`config.mk`:
```
export PLATFORM = sky130hd
export DESIGN_NAME = fetch_seq_ctrl
export DESIGN_NICKNAME = d
export VERILOG_FILES = /design/src/rtl/fetch_seq_ctrl.sv
export SDC_FILE = /design/constraint.sdc
export NUM_CORES = 1
export LEC_CHECK = 0
export CELL_PAD_IN_SITES_DETAIL_PLACEMENT = 1
export CELL_PAD_IN_SITES_GLOBAL_PLACEMENT = 1
export CORE_MARGIN = 4
export CORE_UTILIZATION = 35
export DETAILED_ROUTE_END_ITERATION = 8
export DONT_BUFFER_PORTS = 1
export PLACE_DENSITY = 0.75
export SLEW_MARGIN = 25
export SYNTH_ARGS = -nofsm -noshare
export SYNTH_HDL_FRONTEND = slang
export SYNTH_SLANG_ARGS = --single-unit
```
`constraint.sdc`:
```
create_clock -name clk -period 3.65 [get_ports clk]
set_input_delay 0.73 -clock clk [delete_from_list [all_inputs] [get_ports clk]]
set_output_delay 0.73 -clock clk [all_outputs]
set_load 0.01 [all_outputs]
```
`src/rtl/fetch_seq_ctrl.sv`:
```
// Multi-cycle instruction-fetch sequencer: owns the architectural PC and walks
// each instruction through FETCH -> ISSUE -> RESOLVE, with timeout-error and halt states.
module fetch_seq_ctrl #(
    parameter logic [29:0] RESET_PC     = 30'h0000_0C00,
    parameter int unsigned IMEM_TIMEOUT = 8
) (
    input  logic        clk,
    input  logic        rst,
    output logic        imem_req,
    output logic [29:0] imem_addr,
    input  logic        imem_ack,
    input  logic [31:0] imem_rdata,
    output logic        inst_valid,
    output logic [31:0] inst,
    output logic [29:0] inst_pc,
    input  logic        inst_ready,
    input  logic        resolve_valid,
    input  logic        jumpCtr,
    input  logic        nPC_sel,
    input  logic        zero,
    input  logic [15:0] imm,
    input  logic [25:0] tarAddr,
    input  logic        halt,
    output logic [29:0] pc,
    output logic [31:0] instr_count,
    output logic        fetch_err,
    output logic        halted
);

    typedef enum logic [2:0] {
        ST_FETCH   = 3'd0,
        ST_ISSUE   = 3'd1,
        ST_RESOLVE = 3'd2,
        ST_HALTED  = 3'd3,
        ST_ERROR   = 3'd4
    } state_e;

    localparam logic [7:0] TMO_LAST = 8'(IMEM_TIMEOUT - 1);

    state_e      state_q, state_d;
    logic [29:0] pc_q, pc_d;
    logic [31:0] inst_q, inst_d;
    logic [29:0] inst_pc_q, inst_pc_d;
    logic [31:0] count_q, count_d;
    logic        err_q, err_d;
    logic [7:0]  tmo_q, tmo_d;
    logic        req_q, req_d;
    logic        valid_q, valid_d;
    logic        halted_q, halted_d;

    // Jump beats taken branch beats sequential; all arithmetic wraps mod 2^30.
    function automatic logic [29:0] calc_next_pc(
        input logic [29:0] cur_pc,
        input logic        jump,
        input logic        branch,
        input logic        alu_zero,
        input logic [15:0] offset,
        input logic [25:0] target
    );
        logic [29:0] seq_pc;
        seq_pc = cur_pc + 30'd1;
        if (jump) begin
            calc_next_pc = {cur_pc[29:26], target};
        end else if (branch && alu_zero) begin
            calc_next_pc = seq_pc + {{14{offset[15]}}, offset};
        end else begin
            calc_next_pc = seq_pc;
        end
    endfunction

    // Next-state, datapath updates and next-cycle output decode.
    always_comb begin
        state_d   = state_q;
        pc_d      = pc_q;
        inst_d    = inst_q;
        inst_pc_d = inst_pc_q;
        count_d   = count_q;
        err_d     = err_q;
        tmo_d     = tmo_q;
        case (state_q)
            ST_FETCH: begin
                if (imem_ack) begin
                    inst_d    = imem_rdata;
                    inst_pc_d = pc_q;
                    tmo_d     = 8'd0;
                    state_d   = ST_ISSUE;
                end else if (tmo_q == TMO_LAST) begin
                    err_d   = 1'b1;
                    tmo_d   = 8'd0;
                    state_d = ST_ERROR;
                end else begin
                    tmo_d = tmo_q + 8'd1;
                end
            end
            ST_ISSUE: begin
                if (inst_ready) begin
                    state_d = ST_RESOLVE;
                end else begin
                    state_d = ST_ISSUE;
                end
            end
            ST_RESOLVE: begin
                if (resolve_valid) begin
                    pc_d    = calc_next_pc(inst_pc_q, jumpCtr, nPC_sel, zero, imm, tarAddr);
                    count_d = count_q + 32'd1;
                    state_d = halt ? ST_HALTED : ST_FETCH;
                end else begin
                    state_d = ST_RESOLVE;
                end
            end
            ST_HALTED: state_d = ST_HALTED;
            ST_ERROR:  state_d = ST_ERROR;
            default: begin
                // Corrupted state encoding is treated as a fault.
                err_d   = 1'b1;
                state_d = ST_ERROR;
            end
        endcase
        req_d    = (state_d == ST_FETCH);
        valid_d  = (state_d == ST_ISSUE);
        halted_d = (state_d == ST_HALTED);
    end

    // State and registered outputs, synchronous reset.
    always_ff @(posedge clk) begin
        if (rst) begin
            state_q   <= ST_FETCH;
            pc_q      <= RESET_PC;
            inst_q    <= 32'd0;
            inst_pc_q <= 30'd0;
            count_q   <= 32'd0;
            err_q     <= 1'b0;
            tmo_q     <= 8'd0;
            req_q     <= 1'b1;
            valid_q   <= 1'b0;
            halted_q  <= 1'b0;
        end else begin
            state_q   <= state_d;
            pc_q      <= pc_d;
            inst_q    <= inst_d;
            inst_pc_q <= inst_pc_d;
            count_q   <= count_d;
            err_q     <= err_d;
            tmo_q     <= tmo_d;
            req_q     <= req_d;
            valid_q   <= valid_d;
            halted_q  <= halted_d;
        end
    end

    assign imem_req    = req_q;
    assign imem_addr   = pc_q;
    assign inst_valid  = valid_q;
    assign inst        = inst_q;
    assign inst_pc     = inst_pc_q;
    assign pc          = pc_q;
    assign instr_count = count_q;
    assign fetch_err   = err_q;
    assign halted      = halted_q;

endmodule

```
==> Yosys cells after proc, flatten, opt, wreduce, memory -nomap -nowiden <==
Cells that the tools add are included.
{ "totals": {"ff_bits": 139, "in_bits": 83, "output_inout_bits": 158, "elab_cells": 44} }
{ "classes": {"add_sub_neg": 4, "eq_ne": 9, "n_mux": 13, "bitwise": 1, "n_reduce_logical": 7} }
{ "ops": {"columns": ["operator", "count"], "rows": [
  ["$mux 30", 2],
  ["$add 32x1->32 const B", 1],
  ["$add 30x1->30 const B", 1],
  ["$add 30x30->30", 1],
  ["$mux 8", 2],
  ["$pmux 3 s4", 1],
  ["$eq 3x2->1 const B", 3],
  ["$add 8x1->8 const B", 1],
  ["$eq 8x3->1 const B", 1],
  ["$eq 3x1->1 const B", 2],
  ["$logic_not 3->1", 2],
  ["$mux 2", 3],
  ["$mux 3", 2],
  ["$ne 2x2->1 const B", 2],
  ["$reduce_and 2->1", 2],
  ["$reduce_or 4->1", 1],
  ["$eq 3x3->1 const B", 1],
  ["$reduce_and 3->1", 1],
  ["$mux 1", 2],
  ["$pmux 1 s2", 1],
  ["$logic_and 1x1->1", 1],
  ["$not 1->1", 1]
]} }

==> Depth between registers and ports, before layout <==
Gate-level depths: netlist (run 1).
{ "logic_depth": {"word_depth": 5, "depth_mapped": 17, "ltp_nobuf": 16} }

==> Least setup slack after synthesis (run 1) <==
Ideal clock, no wire load.
{ "synth_timing": {"path_kind": "reg-to-reg", "startpoint": "reg inst_pc_q[2] (netlist: inst_pc[2])", "endpoint": "reg pc_q[29] (netlist: imem_addr[29])", "setup_ps": 61, "arrival_ps": 3274, "required_time_ps": 3589, "path_slack_ps": 316, "stages_incl_launch_ff": 16, "path_buffers": 1, "period_less_slack_ps": 3334, "path_cell_list": "dfxtp_1 > buf_4 > nand3_1 > nor3_4 > nand2_1 > xnor2_1 > ha_1 > or2_2 > and3_4 > o41ai_4 > a211oi_2 > nor2_2 > o21ai_1 > xor2_1 > a2111o_1 > nand2_1"} }
{ "synth_between": {"elab_chain_len": 4} }
{ "synth_lines": {"columns": ["element", "line", "rtl"], "rows": [
  ["start, declared", "43", "logic [29:0] inst_pc_q, inst_pc_d;"],
  ["start signal, assigned", "141", "inst_pc_q <= inst_pc_d;"],
  ["$add 30x1->30 *", "61", "seq_pc = cur_pc + 30'd1;"],
  ["$add 30x30->30", "65", "calc_next_pc = seq_pc + {{14{offset[15]}}, offset};"],
  ["$mux 30 *", "64", "end else if (branch && alu_zero) begin"],
  ["$mux 30 *", "62", "if (jump) begin"],
  ["end signal, assigned", "139", "pc_q <= pc_d;"],
  ["end, declared", "41", "logic [29:0] pc_q, pc_d;"]
]} }
Every way passes the cells marked *; elsewhere a longest branch is shown, timed or not.
A chain may end at the register's enable or synchronous reset.

==> Worst setup path after layout (run 1) <==
{ "layout_timing": {"startpoint": "reg inst_pc_q[0] (netlist: inst_pc[0])", "endpoint": "reg pc_q[21] (netlist: imem_addr[21])"} }
Same word-level chain as after synthesis.

==> summary.md, run 1 <==
| Metric | Value |
|---|---|
| DP HPWL | 20600 µm |
| Number of hold violations in the final report | 0 |
| Synth top area cells | dfxtp_1 34%, nand2_1 9.9%, a21oi_1 7.3%, ha_1 5.9%, nor2_1 4.1% |
| Syn avg cell area | 7.65 µm² |
| Pin count of the biggest net entering global routing | 130 |
| Synth Net Count | 1199 |
| Reg clk slew, reported paths | 70 ps |
| Starting Density | 0.359 |
| Area Overhead vs Synth | 12.9% |
| Gr usage total | 0.214 |
| Htree depth | 4 |
| Top layer in use | met4 |
| Core ar. | 22900 µm² |
| Setup crit start kind | flip-flop |
| Gpl congestion | 0.862 |
| Worst Hold Depth | 1 |
| Post-synthesis cell count | 1076 |
| Reg2reg end | imem_addr[21] |
| Slack of the critical path | 102 ps |
| EDFF count, synth | 0 |
| Peak Freq | 282 MHz |
| Area post-placement | 8540 µm² |
| Hold path startpoint | rst |
| Minimum clock period | 3550 ps |
| Yosys reg bits | 139 |
| Fin Clk Skew | 8.44 ps |
| MaxCap Viol Count | 0 |
| WHS Endpoint | inst[18] |
| # IOs | 241 |
| Die Area | 26000 µm² |
| Post-synth top area share | 0.338 |
| Antenna-violating nets left | 0 |
| Clk pwr share | 0.477 |
| Worst vdd ir | 0.221 mV |
| Drt drc | 0 |
| Worst EP arrival | 3910 ps |
| Chip Width | 161 µm |
| DRT iter0 DRCs | 388 |
| Sw power | 1.07 mW |
| Row count | 55 |
| Worst R2R Setup Slack | 100 ps |
| Lkg Pwr | 3.60 nW |
| Pre-antenna DRT Iters | 5 |
| CTS Buf Count | 17 |
| Leading area contributor after synthesis | dfxtp_1 |
| Synth cell types | 76 |
| Non-Filler Instances | 1388 |
| Grt total ovfl | 0 |
| Reg2Reg Launch Point | inst_pc[0] |
| Buffers on Ports | 0 |
| Slew HR | 0.444 |
| CP required | 4010 ps |
| Hold WC Path Type | input pin to flip-flop |
| Placed Cells | 1350 |
| Share of cells above drive strength 1 | 0.116 |
| Status | complete, no violations |
| Power density over the cells | 412 nW/µm² |
| WHS | 368 ps |
| Synth warn | 0 |
| Initial antenna violation count | 0 |
| Worst Tran Pin Value | 828 ps |
| Fillers | 2788 |
| Clock latency on the worst-skew pair | 430 ps |
| Internal | 2.76 mW |
| Post-synthesis sequential area ratio | 0.338 |
| Vias per cell | 5.61 |
| Async set-reset flop share out of synthesis | 0 |
| CTS tree | built |
| Final WL | 28800 µm |
| Layout net count | 1185 |
| Pins over their slew limit | 0 |
| Pre-CTS setup slack | 124 ps |
| CTS root buf | clkbuf_16 |
| ANT cells | 0 |
| Post-route cell area | 9300 µm² |
| Comb power frac | 0.099 |
| Max FO, Critical Path | 6 |
| Vias in the first global route | 8044 |
| Via count | 7788 |
| Clock Sinks | 139 |
| Endpoints failing setup | 0 |
| Met1 WL | 12300 µm |
| WL per Instance | 20.7 µm |
| Overall die height | 161 µm |
| Sequential Power Share | 0.424 |
| Reg2reg path depth | 15 |
| Metal2 WL | 14100 µm |
| Clk buf depth | 2 |
| First-pass GRT wire length | 44600 µm |
| Met3 WL post-DR | 2050 µm |
| Period utilisation layout | 0.972 |
| Crit path kind | flip-flop to flip-flop |
| Sw Ratio | 0.280 |
| Post-synth top flop | dfxtp_1 |
| Synthesized area | 8230 µm² |
| Setup crit end kind | flip-flop |
cell usage in the layout (no fill, tap or decap), types with 6 or more instances in the layout:
| cell type | synthesis | routed |
|---|---|---|
| nand2_1 | 218 | 217 |
| dfxtp_1 | 139 | 139 |
| a21oi_1 | 120 | 118 |
| nor2_1 | 89 | 86 |
| buf_4 | 31 | 50 |
| o21ai_0 | 50 | 49 |
| ha_1 | 39 | 35 |
| xor2_1 | 36 | 34 |
| xnor2_1 | 36 | 33 |
| nand3_1 | 30 | 27 |
| and3_1 | 23 | 22 |
| nor3_1 | 22 | 22 |
| nand4_1 | 17 | 17 |
| o211ai_1 | 17 | 17 |
| clkbuf_16 | 0 | 17 |
| inv_1 | 15 | 15 |
| a21o_1 | 15 | 15 |
| or3_1 | 11 | 11 |
| a211oi_1 | 8 | 8 |
| and4_1 | 7 | 6 |
| o21a_1 | 6 | 6 |
worst max-delay path: stages, from the launching register on:
cell and delay [ps]:
dfxtp_1 330, buf_4 180, ha_1 220, and3_2 240, and3_1 210, xor2_1 160
ha_2 370, and4_4 260, and3_1 160, nand3_1 130, a211oi_2 340, nor2_2 120
o21bai_1 210, xnor2_1 120, a221o_1 330, o21ai_1 110
synthesized netlist by cell type (2+ instances only):
master    instances
nor3_1           22
nor2b_1           3
a22oi_1           4
nand4_1          17
or2_2             2
nand3_1          30
o211a_1           2
a31oi_1           4
nand2_1         218
o21bai_1          4
and4_1            7
a21o_1           15
a211o_1           5
o21ai_0          50
a21oi_1         120
or3_1            11
and2_1            5
o221ai_1          2
dfxtp_1         139
clkbuf_1         50
nor2_2            2
a221o_1           2
o31a_1            2
ha_1             39
o21ai_1           2
o311ai_0          2
nor2_1           89
a221oi_1          2
a311oi_1          4
nand2_2           2
a22o_1            2
o21a_1            6
a211oi_1          8
a311o_1           2
a41oi_1           2
xor2_1           36
nand3b_1          2
inv_1            15
and3_1           23
buf_4            31
xnor2_1          36
nand2b_1          5
o211ai_1         17
nor3b_1           3
logic make-up (layout without fill, tap and decap cells):
logic type | Yosys count | count (layout) | share of synthesized area
buffers and inverters | 100 | 99 | 0.0608
xor gates and xnor gates | 72 | 72 | 0.0766
adders and majority gates | 40 | 40 | 0.0617
DFF | 139 | 139 | 0.338
and+or+nand+nor | 454 | 454 | 0.256
AOI/OAI and AO/OA | 269 | 269 | 0.204
muxes | 2 | 2 | 0.00258
state kept, by name, summed over array words and instances, names as in the netlist:
name         count
fetch_err        1
halted           1
imem_addr       30
imem_req         1
inst            32
inst_pc         30
inst_valid       1
instr_count     32
state_q          3
tmo_q            8
metrics by stage:
step / TNS (ps) / total power, mW / utilization
detailed placement: 0 / 2.03 / 0.373
finish: 0 / 3.83 / 0.406
floorplan: 0 / 1.94 / -
CTS: 0 / 3.87 / 0.400
global placement: 0 / 2.01 / 0.373
global route: -267 / 4.00 / 0.406
layout make-up:
class / instances / area [µm²] / area share
Clock buffer: 19 / 453 / 0.0487
Timing Repair Buffer: 51 / 395 / 0.0425
Clock inverter: 13 / 154 / 0.0166
Multi-Input combinational cell: 837 / 5060 / 0.544
Inverter: 16 / 60.1 / 0.00646
Tap cell: 313 / 392 / 0.0421
Sequential cell: 139 / 2780 / 0.299
layer usage:
metal  up-vias  track usage
li1       3697            -
met1      3859        0.256
met4         0       0.0496
met3        24       0.0697
met2       208        0.372
met5         -            0
power by group through the flow:
| stage | Combinational, mW | Clock [mW] | Sequential, mW |
|---|---|---|---|
| finish | 0.379 | 1.83 | 1.63 |
| floorplan | 0.292 | 0 | 1.64 |
| CTS | 0.371 | 1.87 | 1.63 |
| global route | 0.423 | 1.94 | 1.63 |
| global placement | 0.354 | 0 | 1.66 |
| detailed placement | 0.365 | 0 | 1.66 |
repair_timing:
action | CTS | global route
endpoints found under the setup margin | 1 | 11
hold buffers | 0 | 0
setup buffers | 3 | 3
pin swaps | 1 | 5
resized for setup | 0 | 25
how the worst max path moves through the flow:
| stage | slack [ps] | depth (start not counted) | end | startpoint |
|---|---|---|---|---|
| final | 100 | 15 | imem_addr[21] | inst_pc[0] |
| after global routing | -60 | 15 | imem_addr[25] | inst_pc[0] |
| after CTS | 80 | 15 | imem_addr[29] | inst_pc[7] |
| after detailed placement | 120 | 14 | imem_addr[24] | inst_pc[2] |
| after global placement | 210 | 14 | imem_addr[25] | inst_pc[0] |
| after floorplan | 320 | 15 | imem_addr[29] | inst_pc[2] |
(Power assumes the default switching activity.)
==> run 2, diff against run 1 <==
Settings changed: CORE_ASPECT_RATIO set to 0.6.
==> run 2 against run 1 <==
Clock power down 5%. Sequential power about the same. Largest power group unchanged. Clock skew is 5.6 ps higher. Critical path depth stayed put. Via count grew 1.2%. Design area down 0.79%. Worst setup slack worse by 18 ps. Register-to-register slack got worse by 20 ps. Sequential share of layout area rose by 0.24 points. Largest cell class unchanged. Final cell count shrank 0.22%. Clock-buffer cell count decreased by 1. Hold slack lost 3.2 ps.
==> summary.md, run 2 (synthesized netlist as in run 1, its figures left out) <==
| Metric | Value |
|---|---|
| Status | complete, no violations |
| CP required | 4010 ps |
| Clock latency on the worst-skew pair | 430 ps |
| Buffers on Ports | 0 |
| Routing usage on met2 | 0.344 |
| Clk buf depth | 2 |
| Gr usage total | 0.232 |
| Max FO, Critical Path | 6 |
| CTS tree | built |
| Initial antenna violation count | 0 |
| Comb power frac | 0.103 |
| Core ar. | 23100 µm² |
| ANT cells | 0 |
| Commonest non-fill, non-tap cell in the layout | nand2_1 |
| Antenna-violating nets left | 0 |
| CTS Buf Count | 17 |
| Tot Pwr | 3.74 mW |
| Power density over the cells | 406 nW/µm² |
| Endpoints failing setup | 0 |
| Placed Cells | 1350 |
| Sw Ratio | 0.288 |
| Busiest layer in global routing | met2 |
| Util after Layout | 0.399 |
| Reg clk slew, reported paths | 70 ps |
| Minimum clock period | 3570 ps |
| Lkg Pwr | 3.57 nW |
| Setup TNS | 0 ps |
| GRT met3 Usage | 0.0828 |
| Peak per-stage delay on the critical path | 410 ps |
| Overall die height | 127 µm |
| Internal | 2.66 mW |
| MaxCap Viol Count | 0 |
| CTS root buf | clkbuf_16 |
| Final WL | 31000 µm |
| Via count | 7878 |
| WL per Instance | 22.4 µm |
| DRT iter0 DRCs | 552 |
| Clk pwr share | 0.462 |
| DP HPWL | 23000 µm |
| Starting Density | 0.356 |
| Delay-heaviest family, CP | simple AND/OR/NAND/NOR gates |
| Number of hold violations in the final report | 0 |
| Pre-antenna DRT Iters | 5 |
| Slew HR | 0.296 |
| Period utilisation layout | 0.977 |
| Vias per cell | 5.69 |
| Drt drc | 0 |
| Setup crit start kind | flip-flop |
| Share of cells above drive strength 1 | 0.110 |
| Sw power | 1.08 mW |
| Clock Sinks | 139 |
| Worst vdd ir | 0.312 mV |
| Area post-placement | 8530 µm² |
| Post-route cell area | 9220 µm² |
| Row count | 43 |
| RSZ-0062 raised after global routing | true |
| Grt total ovfl | 0 |
| Worst Tran Pin Value | 1050 ps |
| Sequential Power Share | 0.435 |
| Vias in the first global route | 7934 |
| Fillers | 2821 |
| First-pass GRT wire length | 47400 µm |
| Slack of the critical path | 84.1 ps |
| Crit-path most repeated cell | and3_1 |
| Slowest CP cell | a2111o_1 |
| Crit path cell chain | buf_4 > ha_1 > and3_1 > and3_1 > xor2_1 > ha_1 > and4_2 > and3_1 > nand3_1 > a211oi_2 > nor2_2 > o21ai_1 > xor2_1 > a2111o_1 > nand2_1 |
| Grt met1 use | 0.321 |
| Gpl congestion | 0.949 |
| Most frequent cells in the layout | 217 x nand2_1, 139 x dfxtp_1, 118 x a21oi_1, 87 x nor2_1, 47 x o21ai_0 |
| Non-Filler Instances | 1385 |
| Die Area | 26100 µm² |
| Pins over their slew limit | 0 |
| WHS | 365 ps |
| Area Overhead vs Synth | 12.0% |
| Fin Clk Skew | 14.1 ps |
| Chip Width | 206 µm |
| Layout net count | 1180 |
| Htree depth | 4 |
| Pin count of the biggest net entering global routing | 130 |
| Setup crit end kind | flip-flop |
| Pre-CTS setup slack | 33.3 ps |
| Crit path buf inv count | 1 |
| Worst EP arrival | 3930 ps |
| # IOs | 241 |
| Peak Freq | 280 MHz |
| Crit path kind | flip-flop to flip-flop |
| Hold WC Path Type | input pin to flip-flop |
[run 2: what timing repair did]
action	in CTS	in global routing
setup endpoints to repair	0	13
buffers inserted	0	3
hold buffers	0	0
resized for setup	0	24
hold endpoints to repair	0	0
[run 2: path summary, 6_finish.rpt]
path                            startpoint       endpoint  slack [ps]  cells after the start
worst max-delay path            inst_pc[0]  imem_addr[29]          80                     15
worst max register to register  inst_pc[0]  imem_addr[29]          80                     15
worst min-delay path                   rst       inst[10]         370                      1
worst min register to register    tmo_q[7]       tmo_q[7]         490                      1
[run 2: power by group through the flow]
stage               Combinational [mW]  Sequential (mW)  Clock, mW
floorplan                        0.292             1.64          0
detailed placement               0.373             1.66          0
CTS                              0.377             1.63       1.77
finish                           0.386             1.63       1.73
global placement                 0.360             1.66          0
global route                     0.429             1.63       1.85
[run 2: layout make-up]
cell class                 instances  area [µm²]  share of cell area
sequential                       139        2780               0.302
tap                              315         394              0.0427
clock inverter                    14         136              0.0148
clock buffer                      18         439              0.0476
multi-input combinational        837        5050               0.548
inverter                          16        60.1             0.00651
timing repair buffer              46         358              0.0388
[run 2: per-layer routing]
layer	vias up	wire length (µm)
met5	-	0
met3	30	3090
met4	0	432
met1	3875	14100
met2	284	13400
li1	3689	-
[run 2: worst reg2reg max path, delay by kind of cell, from the launching register on]
| family | cells | cell delay [ps] |
|---|---|---|
| AO/OA/AOI/OAI | 3 | 960 |
| AND/OR/NAND/NOR | 7 | 1210 |
| adder cells (fa/ha/maj) | 2 | 570 |
| flip-flops | 1 | 320 |
| XOR/XNOR | 2 | 260 |
| buffers and inverters | 1 | 170 |
==> run 3, diff against run 2 <==
Settings changed: HOLD_SLACK_MARGIN set to 0.15.
==> results of run 3 <==
Same layout as run 2: the final DEF is identical, and so are final timing and power.
==> RTL change 1 (flow settings as in run 1) <==
The 5 states of `state_e` get a one-hot encoding in 5 bits.
--- a/src/rtl/fetch_seq_ctrl.sv
+++ b/src/rtl/fetch_seq_ctrl.sv
@@ -28,10 +28,10 @@
 );
 
-    typedef enum logic [2:0] {
-        ST_FETCH   = 3'd0,
-        ST_ISSUE   = 3'd1,
-        ST_RESOLVE = 3'd2,
-        ST_HALTED  = 3'd3,
-        ST_ERROR   = 3'd4
+    typedef enum logic [4:0] {
+        ST_FETCH   = 5'b00001,
+        ST_ISSUE   = 5'b00010,
+        ST_RESOLVE = 5'b00100,
+        ST_HALTED  = 5'b01000,
+        ST_ERROR   = 5'b10000
     } state_e;
 
Behaviour: same outputs for any inputs over 4 cycles, from zero or initial values and one cycle with rst high; so few cycles prove little.
==> RTL change 1 against run 1 <==
- global-route usage rose by 0.94 points
- total power shrank 5.6%
- sequential share of layout area fell by 0.94 points
- sequential cell count rose by 2
- non-clock buffer count rose by 39
- synthesized area is 0.21% higher
- worst setup slack better by 0.016 ns
- clock power is 9% lower
- cell area is 4.9% higher
- wire length rose by 5.8%
- largest cell class unchanged
==> RTL change 1: results (changes against run 1) <==
metric,value,unit,change
status,finished clean,,
switching_share,28.5,%,+0.51 points
num_vias,7963,,+2.2%
antenna_found_initial,1,,+1
synth_compound_area_share,19.0,%,-1.4 points
slowest_stage,dfxtp_1,,
routed_wirelength,30400,um,+5.8%
ys_top_cells_by_area,"dfxtp_1 34%, nand2_1 9.9%, a21oi_1 7.7%, ha_1 5.9%, xor2_1 4.8%",,
clkPwrFrac,46.0,%,-1.7 points
synth.area.mux_share,0.485,%,+0.23 points
crit_path_max_fanout,3,,-3
synthXorXnorAreaFrac,8.39,%,+0.73 points
max-slew-margin-rel,40.5,%,-3.9 points
grt_first_pass_wirelength,46300,um,+3.9%
r2r_cells,18,,+3
skew,0.0121,ns,+0.00364 ns
synth_nets,1207,,+0.67%
fillCellCount,2790,,+0.072%
ys_seq_area_share,34.2,%,+0.41 points
crit_arrival,3.84,ns,-0.07 ns
p_leak,0.00382,uW,+6.0%
grt_usage,22.3,%,+0.94 points
grt_start_max_net_pins,133,,+2.3%
gp_congestion,0.917,,+6.5%
synthAdderAreaFrac,6.16,%,-0.013 points
ys_types,69,,-9.2%
drtIter0Drc,476,,+23%
vdd_drop_max,0.281,mV,+27%
yosys-top-cells-count,"217 x nand2_1, 141 x dfxtp_1, 127 x a21oi_1",,
pwr-share-comb,9.3,%,-0.6 points
[RTL change 1: final timing paths]
path | slack, ns | to | start
max reg2reg | 0.12 | imem_addr[24] | inst_pc[6]
min | 0.37 | inst_pc[18] | rst
max | 0.12 | imem_addr[24] | inst_pc[6]
min reg2reg | 0.49 | tmo_q[7] | tmo_q[7]
[RTL change 1: kinds of logic (layout without fill, tap and decap cells)]
logic type	after synthesis	in the layout
AO/OA/AOI/OAI	261	261
XOR/XNOR	79	79
adder cells (fa/ha/maj)	40	40
buffers and inverters	109	145
flip-flops	141	141
multiplexers	4	4
other	0	1
AND/OR/NAND/NOR	450	450
[RTL change 1: metal layers]
metal / up-vias / GRT usage [%] / routed length [um]
li1: 3783 / - / -
met1: 3878 / 27.6 / 12800
met2: 257 / 36.9 / 14700
met3: 45 / 6.99 / 2220
met4: 0 / 7.41 / 725
met5: - / 0 / 0
[RTL change 1: repair_timing]
action,4_1_cts,5_1_grt
resized for setup,17,52
buffers inserted,2,8
gates cloned,0,0
endpoints found under the setup margin,8,14
pin swaps,5,20
[RTL change 1: through the flow]
step           setup WS [ns]  cells  hold WS (ns)  util, %  area (um2)
2_1_floorplan          0.107   1084         0.448        -        8250
3_3_place_gp          -0.104   1391         0.462     38.4        8800
3_5_place_dp          -0.241   1391         0.471     38.4        8800
4_1_cts              -0.0146   1425         0.355     41.2        9440
5_1_grt              -0.0499   1434         0.348     42.5        9750
6_report               0.118   1434         0.374     42.5        9750
[RTL change 1: final cells by class]
class / instances / area (um2) / area share [%]
multi-input combinational: 834 / 5210 / 53.5
timing repair buffer: 90 / 676 / 6.93
clock inverter: 15 / 126 / 1.30
sequential: 141 / 2830 / 29.0
antenna: 1 / 2.50 / 0.0257
clock buffer: 17 / 425 / 4.36
tap: 313 / 392 / 4.02
inverter: 23 / 86.3 / 0.886
==> RTL change 2 (settings of run 1) <==
Made on the original files. Set the parameter `RESET_PC` to 30'h00000800 (it was 30'h0000_0C00).
--- a/src/rtl/fetch_seq_ctrl.sv
+++ b/src/rtl/fetch_seq_ctrl.sv
@@ -2,5 +2,5 @@
 // each instruction through FETCH -> ISSUE -> RESOLVE, with timeout-error and halt states.
 module fetch_seq_ctrl #(
-    parameter logic [29:0] RESET_PC     = 30'h0000_0C00,
+    parameter logic [29:0] RESET_PC     = 30'h00000800,
     parameter int unsigned IMEM_TIMEOUT = 8
 ) (
Check against the original RTL: not equivalent (a bounded check fails within 4 cycles, from zero or initial values and one cycle with rst high).
==> RTL change 2 against run 1 <==
- cell area fell by 1.3%
- utilization fell by 0.28 points
- synthesized area fell by 0.68%
- total power fell by 4.6%
- sequential cell count did not move
- wire length fell by 0.59%
- worst setup slack improved by 0.057 ns
- critical path type unchanged
==> RTL change 2: results (changes against run 1) <==
metric,value,unit,change
met2WireLength,13600,um,-3.5%
dp_cells,1367,,+1.3%
pg_clk,1680,uW,-8%
dpl.hpwl,20800,um,+0.85%
max-slew-margin-rel,61.6,%,+17 points
buffers,50,,-2.0%
drive_gt1_share,10.8,%,-0.78 points
wl_per_cell,20.4,um,-1.5%
vdd_drop_max,0.235,mV,+6.3%
grt_usage,21.6,%,+0.27 points
skew,0.0129,ns,+0.00442 ns
placed_area,8500,um2,-0.44%
fillCellCount,2804,,+0.57%
crit_path_max_fanout,4,,-2
status,finished clean,,
slowest_delay,0.42,ns,+0.05 ns
synth_top_area_share,34.0,%,+0.23 points
multiInputGateArea,5010,um2,-1.0%
yosys-top-cells-count,"221 x nand2_1, 139 x dfxtp_1, 126 x a21oi_1",,
inverters,15,,-1
buffer_area_share,4.09,%,-0.16 points
comb.multi_input.count,852,,+1.8%
m1WireLength,12400,um,+1.0%
grt_pass1_vias,8020,,-0.30%
vias_per_cell,5.52,,-1.6%
gp_congestion,0.907,,+5.3%
drtIter0Drc,469,,+21%
## RTL change 2: cell types whose count changed in the layout (fill, tap and decap cells not counted), moves of 4 or more
cell            run 1  this run
nor2_1             86        96
o21ai_0            49        57
a211o_1             5         1
a21oi_1           118       122
nand4_1            17        13
## RTL change 2: cells by family after synthesis
group                      Yosys count  synth area share (%)
buffers and inverters               99                  5.97
muxes                                4                 0.490
AOI/OAI and AO/OA                  274                  19.7
DFF                                139                  34.0
xor gates and xnor gates            74                  7.93
and+or+nand+nor                    460                  25.6
adders and majority gates           40                  6.21
## RTL change 2: layer usage
metal	track usage (%)	vias up
met5	0	-
met4	5.00	0
met3	7.03	37
met2	36.6	225
met1	26.9	3760
li1	-	3713
## RTL change 2: path summary, 6_finish.rpt
kind	startpoint	to	slack [ns]	cells past startpoint
min	rst	inst[9]	0.37	1
max reg2reg	inst_pc[7]	imem_addr[29]	0.16	16
min reg2reg	inst[5]	inst[5]	0.50	2
max	inst_pc[7]	imem_addr[29]	0.16	16
